===== config.mk =====
export PLATFORM = sky130hd
export DESIGN_NAME = wb_exc_seq
export DESIGN_NICKNAME = d
export VERILOG_FILES = /design/src/rtl/wb_exc_seq.sv
export SDC_FILE = /design/constraint.sdc
export NUM_CORES = 1
export LEC_CHECK = 0
export ABC_AREA = 1
export CAP_MARGIN = 10
export CORE_AREA = 2 2 157 159
export CTS_CLUSTER_DIAMETER = 80
export DETAILED_ROUTE_END_ITERATION = 12
export DIE_AREA = 0 0 159 161
export PLACE_DENSITY = 0.62
export RECOVER_POWER = 50
export SYNTH_ARGS = -nofsm -noshare
export SYNTH_HDL_FRONTEND = slang
export SYNTH_SLANG_ARGS = --single-unit

===== constraint.sdc =====
create_clock -name clk -period 2.05 [get_ports clk]
set_clock_uncertainty 0.2 [all_clocks]
set_input_delay 0.5125 -clock clk [delete_from_list [all_inputs] [get_ports clk]]
set_output_delay 0.5125 -clock clk [all_outputs]
set_load 0.02 [all_outputs]

===== src/rtl/wb_exc_seq.sv =====
// Exception / ERTN commit sequencer at WB: owns the CSR write port, walks the
// CSR update sequence one write per cycle and then issues a redirect to IF.
module wb_exc_seq #(
  parameter logic [13:0] CSR_CRMD  = 14'h000,
  parameter logic [13:0] CSR_PRMD  = 14'h001,
  parameter logic [13:0] CSR_ESTAT = 14'h005,
  parameter logic [13:0] CSR_ERA   = 14'h006,
  parameter logic [13:0] CSR_BADV  = 14'h007
) (
  input  logic        clk,
  input  logic        reset,
  input  logic        wb_valid,
  input  logic [31:0] wb_pc,
  input  logic        wb_ex,
  input  logic [5:0]  wb_ecode,
  input  logic [8:0]  wb_esubcode,
  input  logic        wb_ertn,
  input  logic        wb_badv_we,
  input  logic [31:0] wb_badv,
  input  logic        wb_csr_we,
  input  logic [13:0] wb_csr_num,
  input  logic [31:0] wb_csr_wdata,
  input  logic [31:0] wb_csr_wmask,
  input  logic [31:0] csr_crmd,
  input  logic [31:0] csr_prmd,
  input  logic [31:0] csr_eentry,
  input  logic [31:0] csr_era,
  output logic        csr_we,
  output logic [13:0] csr_num,
  output logic [31:0] csr_wdata,
  output logic [31:0] csr_wmask,
  output logic        flush,
  output logic        redirect_valid,
  output logic [31:0] redirect_pc,
  output logic        seq_ready_go,
  output logic        busy
);

  typedef enum logic [2:0] {
    S_IDLE,
    S_PRMD,
    S_CRMD,
    S_ESTAT,
    S_ERA,
    S_BADV,
    S_ERTN_CRMD,
    S_REDIR
  } state_e;

  state_e      state_q, state_d;
  logic [31:0] pc_q, pc_d;
  logic [31:0] badv_q, badv_d;
  logic [5:0]  ecode_q, ecode_d;
  logic [8:0]  esubcode_q, esubcode_d;
  logic        badv_we_q, badv_we_d;
  logic        is_ex_q, is_ex_d;
  logic        trigger;

  // Only the PLV/IE fields of CRMD and PRMD take part in the sequence.
  logic unused_ok;
  assign unused_ok = ^{csr_crmd[31:3], csr_prmd[31:3]};

  assign trigger = wb_valid & (wb_ex | wb_ertn);

  always_ff @(posedge clk) begin
    if (reset) begin
      state_q    <= S_IDLE;
      pc_q       <= '0;
      badv_q     <= '0;
      ecode_q    <= '0;
      esubcode_q <= '0;
      badv_we_q  <= 1'b0;
      is_ex_q    <= 1'b0;
    end else begin
      state_q    <= state_d;
      pc_q       <= pc_d;
      badv_q     <= badv_d;
      ecode_q    <= ecode_d;
      esubcode_q <= esubcode_d;
      badv_we_q  <= badv_we_d;
      is_ex_q    <= is_ex_d;
    end
  end

  always_comb begin
    state_d        = state_q;
    pc_d           = pc_q;
    badv_d         = badv_q;
    ecode_d        = ecode_q;
    esubcode_d     = esubcode_q;
    badv_we_d      = badv_we_q;
    is_ex_d        = is_ex_q;
    csr_we         = 1'b0;
    csr_num        = '0;
    csr_wdata      = '0;
    csr_wmask      = '0;
    flush          = 1'b0;
    redirect_valid = 1'b0;
    redirect_pc    = '0;
    seq_ready_go   = 1'b0;
    busy           = 1'b1;

    case (state_q)
      S_IDLE: begin
        busy = 1'b0;
        if (trigger) begin
          // The excepting instruction's own CSR write is dropped here.
          flush      = 1'b1;
          pc_d       = wb_pc;
          badv_d     = wb_badv;
          ecode_d    = wb_ecode;
          esubcode_d = wb_esubcode;
          badv_we_d  = wb_badv_we;
          is_ex_d    = wb_ex;
          state_d    = wb_ex ? S_PRMD : S_ERTN_CRMD;
        end else begin
          seq_ready_go = 1'b1;
          csr_we       = wb_csr_we;
          csr_num      = wb_csr_num;
          csr_wdata    = wb_csr_wdata;
          csr_wmask    = wb_csr_wmask;
        end
      end
      S_PRMD: begin
        csr_we    = 1'b1;
        csr_num   = CSR_PRMD;
        csr_wdata = {29'b0, csr_crmd[2:0]};
        csr_wmask = 32'h0000_0007;
        state_d   = S_CRMD;
      end
      S_CRMD: begin
        csr_we    = 1'b1;
        csr_num   = CSR_CRMD;
        csr_wdata = 32'h0;
        csr_wmask = 32'h0000_0007;
        state_d   = S_ESTAT;
      end
      S_ESTAT: begin
        csr_we    = 1'b1;
        csr_num   = CSR_ESTAT;
        csr_wdata = {1'b0, esubcode_q, ecode_q, 16'b0};
        csr_wmask = 32'h7FFF_0000;
        state_d   = S_ERA;
      end
      S_ERA: begin
        csr_we    = 1'b1;
        csr_num   = CSR_ERA;
        csr_wdata = pc_q;
        csr_wmask = 32'hFFFF_FFFF;
        state_d   = badv_we_q ? S_BADV : S_REDIR;
      end
      S_BADV: begin
        csr_we    = 1'b1;
        csr_num   = CSR_BADV;
        csr_wdata = badv_q;
        csr_wmask = 32'hFFFF_FFFF;
        state_d   = S_REDIR;
      end
      S_ERTN_CRMD: begin
        csr_we    = 1'b1;
        csr_num   = CSR_CRMD;
        csr_wdata = {29'b0, csr_prmd[2:0]};
        csr_wmask = 32'h0000_0007;
        state_d   = S_REDIR;
      end
      S_REDIR: begin
        // ERA is read live so a value written in the ERA step is already visible.
        redirect_valid = 1'b1;
        redirect_pc    = is_ex_q ? csr_eentry : csr_era;
        seq_ready_go   = 1'b1;
        state_d        = S_IDLE;
      end
      default: begin
        state_d = S_IDLE;
      end
    endcase

    // A reset cycle must never commit a CSR write, flush or redirect.
    if (reset) begin
      csr_we         = 1'b0;
      flush          = 1'b0;
      redirect_valid = 1'b0;
      seq_ready_go   = 1'b1;
      busy           = 1'b0;
    end
  end

endmodule


==> reports/results.ini, run 1 <==
[outcome]
outcome=finished with violations
failed_checks=negative setup slack

[power_and_ir_drop]
p_per_area_nw_per_um2=1140
ir_drop_v=0.000696
p_total_mw=15.0
p_leak_nw=6.28

[floorplanning]
core_area_sq_um=24000
rows=57
die_h_um=161
die_w_um=159
die_area_sq_um=25600
io_pins=407
initial_core_util_pct=22.8

[worst_hold_path]
worstHoldStart=pc_q[2]
min_path_type=reg -> reg

[setup_path]
worstSetupStartpointType=flop
cp_slowest_stage_delay_ns=0.37
r2r_start=state_q[0]
slowest_stage=dfxtp_4
reg2reg_setup_slack_ns=-0.08
required_ns=1.34
cp_top_family=buffers and inverters
arrival_ns=1.85
end_kind=output port
critPathMaxFanout=6
path_cells=nor2_4 -> nand2_4 -> nor2_4 -> buf_12 -> buf_4 -> buf_8 -> buf_12 -> nand2_4 -> nand3_4 -> buf_6
criticalPathCategory=reg -> out
crit_start=state_q[0]
path_buf_inv=5

[route]
routedWlPerCell_um=18.0
antenna_left=0
wl_mm=31.7
drt_iter0_markers=363
vias=8021
first_pass_iters=5
drc=0
routed_via_density=4.56

[final_layout]
fillers=2193
layout_common_cells=229 x clkdlybuf4s50_1, 200 x nand2_1, 163 x nor2_1
layout_commonest_cell=clkdlybuf4s50_1
syn_to_final_growth_pct=142
num-nets-final=1720
drive_gt1_share_pct=42.0

[grt]
grt_remaining_overflow=0
grt_first_pass_wirelength_mm=44.3
grt_pass1_vias=7993
grt_usage_pct=22.4
antenna_found_initial=3
grt_start_max_net_pins=82

[sta]
finalCritPeriodShare_pct=125
fin_crit_ns=2.56
setup_viol=179
relSlewSlack_pct=45.0
fmax_ghz=0.390
worstMarginPinSlew_ns=0.825
finalHoldViolCount=0
rsz0062_at_grt=yes
finalMaxSlewViolations=0
final.setup.worst_slack_ns=-0.513
hold_slack_ns=0.269

[synthesis]
netlist_instances=982
yosys_warnings=0
syn_area_sq_um=5460
avgSynthCellArea_sq_um=5.56
synthDistinctLibCells=23
yosysSeqAreaShare_pct=30.8
syn_nets=1274
yosys_register_bits=84

[clocking]
hold_buffers=0
cts_tree=yes
worstSkewPairLatency_ns=0.34
cts.root.buffer_cell=clkbuf_16
cts.path.max_buffers=2
clock-sinks=84
clkTransAtPathRegs_ns=0.06
numCtsBuffers=9
h-tree-depth=3

[place]
dp_hpwl_mm=20.8
gp_congestion=0.847
io_buffers=348

[flow_run]
max-cap-violations=0

==> power breakdown <==
part | internal, mW | switching (mW)
Sequential | 2.04 | 0.268
Combinational | 5.68 | 5.38
Clock | 0.950 | 0.711
Total | 8.67 | 6.36
==> routing by layer <==
metal,up-vias,track usage (%),wire [um]
li1,3901,-,-
met1,3736,22.3,11200
met2,319,42.6,17100
met3,65,6.24,2040
met4,0,11.1,1370
met5,-,0,0
==> synth_stat cells (all sizes together) <==
| master | number | area, sq um |
|---|---|---|
| a21oi | 36 | 184 |
| buf | 51 | 302 |
| clkbuf | 19 | 71.3 |
| dfxtp | 84 | 1680 |
| inv | 105 | 394 |
| nand2 | 338 | 1270 |
| nand3 | 134 | 676 |
| nand3b | 1 | 7.51 |
| nand4 | 15 | 93.8 |
| nor2 | 193 | 747 |
| nor3 | 2 | 10.0 |
| o21ai | 3 | 15.0 |
| xor2 | 1 | 8.76 |
==> worst register-to-register path, cell delays in order (launching register included) <==
cell	delay (ns)
dfxtp_4	0.37
buf_6	0.14
inv_8	0.06
buf_6	0.10
nand2_4	0.06
buf_6	0.12
nor2_4	0.12
buf_6	0.11
buf_6	0.09
buf_12	0.13
buf_12	0.16
clkbuf_16	0.17
nand3_2	0.06
nand2_1	0.09
nor2_1	0.05
==> metrics by stage <==
step / worst slack (ns) / std cells / setup TNS [ns] / cell area, sq um / util (%)
after floorplan: -0.0360 / 982 / -0.996 / 5490 / -
after global placement: -1.08 / 1649 / -136.50 / 9710 / 40.5
after detailed placement: -1.08 / 1649 / -139.73 / 9710 / 40.5
after CTS: -0.600 / 1746 / -44.62 / 11900 / 49.7
after global routing: -0.575 / 1760 / -52.74 / 13200 / 55.3
final: -0.513 / 1760 / -39.77 / 13200 / 55.3
==> repair_timing <==
| action | CTS | global route |
|---|---|---|
| setup buffers | 68 | 21 |
| gates cloned | 16 | 9 |
| endpoints found under the setup margin | 196 | 199 |
| endpoints found under the hold margin | 0 | 0 |
| resized for setup | 858 | 323 |
| pin swaps | 21 | 65 |
==> cell type report <==
type	count	area, sq um	area share (%)
well taps	324	405	3.06
diodes	3	7.51	0.0567
repair buffers	505	5770	43.5
multi-input cells	723	4670	35.2
flip-flops and latches	84	1690	12.8
clock buffers	9	225	1.70
clock inverters	7	77.6	0.586
inverters	105	404	3.05
==> cell families (layout without fill, tap and decap cells) <==
family | Yosys count | after routing | synth area share (%)
other | 0 | 3 | 0
AOI/OAI and AO/OA | 39 | 39 | 3.64
and+or+nand+nor | 683 | 683 | 51.4
DFF | 84 | 84 | 30.8
xor gates and xnor gates | 1 | 1 | 0.160
buffers and inverters | 175 | 626 | 14.0
==> sequential cells by signal, indices dropped and copies added, names as in the netlist <==
| signal | cells |
|---|---|
| badv_q | 32 |
| badv_we_q | 1 |
| ecode_q | 6 |
| esubcode_q | 9 |
| is_ex_q | 1 |
| pc_q | 32 |
| state_q | 3 |
==> worst paths after layout <==
check,end,depth (start not counted)
worst max-delay path,csr_wdata[8],10
worst min-delay path,pc_q[2],2
worst max register to register,ecode_q[0],14
worst min register to register,pc_q[2],2
(Power assumes the default switching activity.)
==> run 2, diff against run 1 <==
--- a/config.mk
+++ b/config.mk
@@ -12,7 +12,7 @@
 export DETAILED_ROUTE_END_ITERATION = 12
 export DIE_AREA = 0 0 159 161
 export PLACE_DENSITY = 0.62
-export RECOVER_POWER = 50
+export RECOVER_POWER = 100
 export SYNTH_ARGS = -nofsm -noshare
 export SYNTH_HDL_FRONTEND = slang
 export SYNTH_SLANG_ARGS = --single-unit
==> results of run 2 <==
Same layout as run 1: the final DEF is identical, and so are final timing and power.
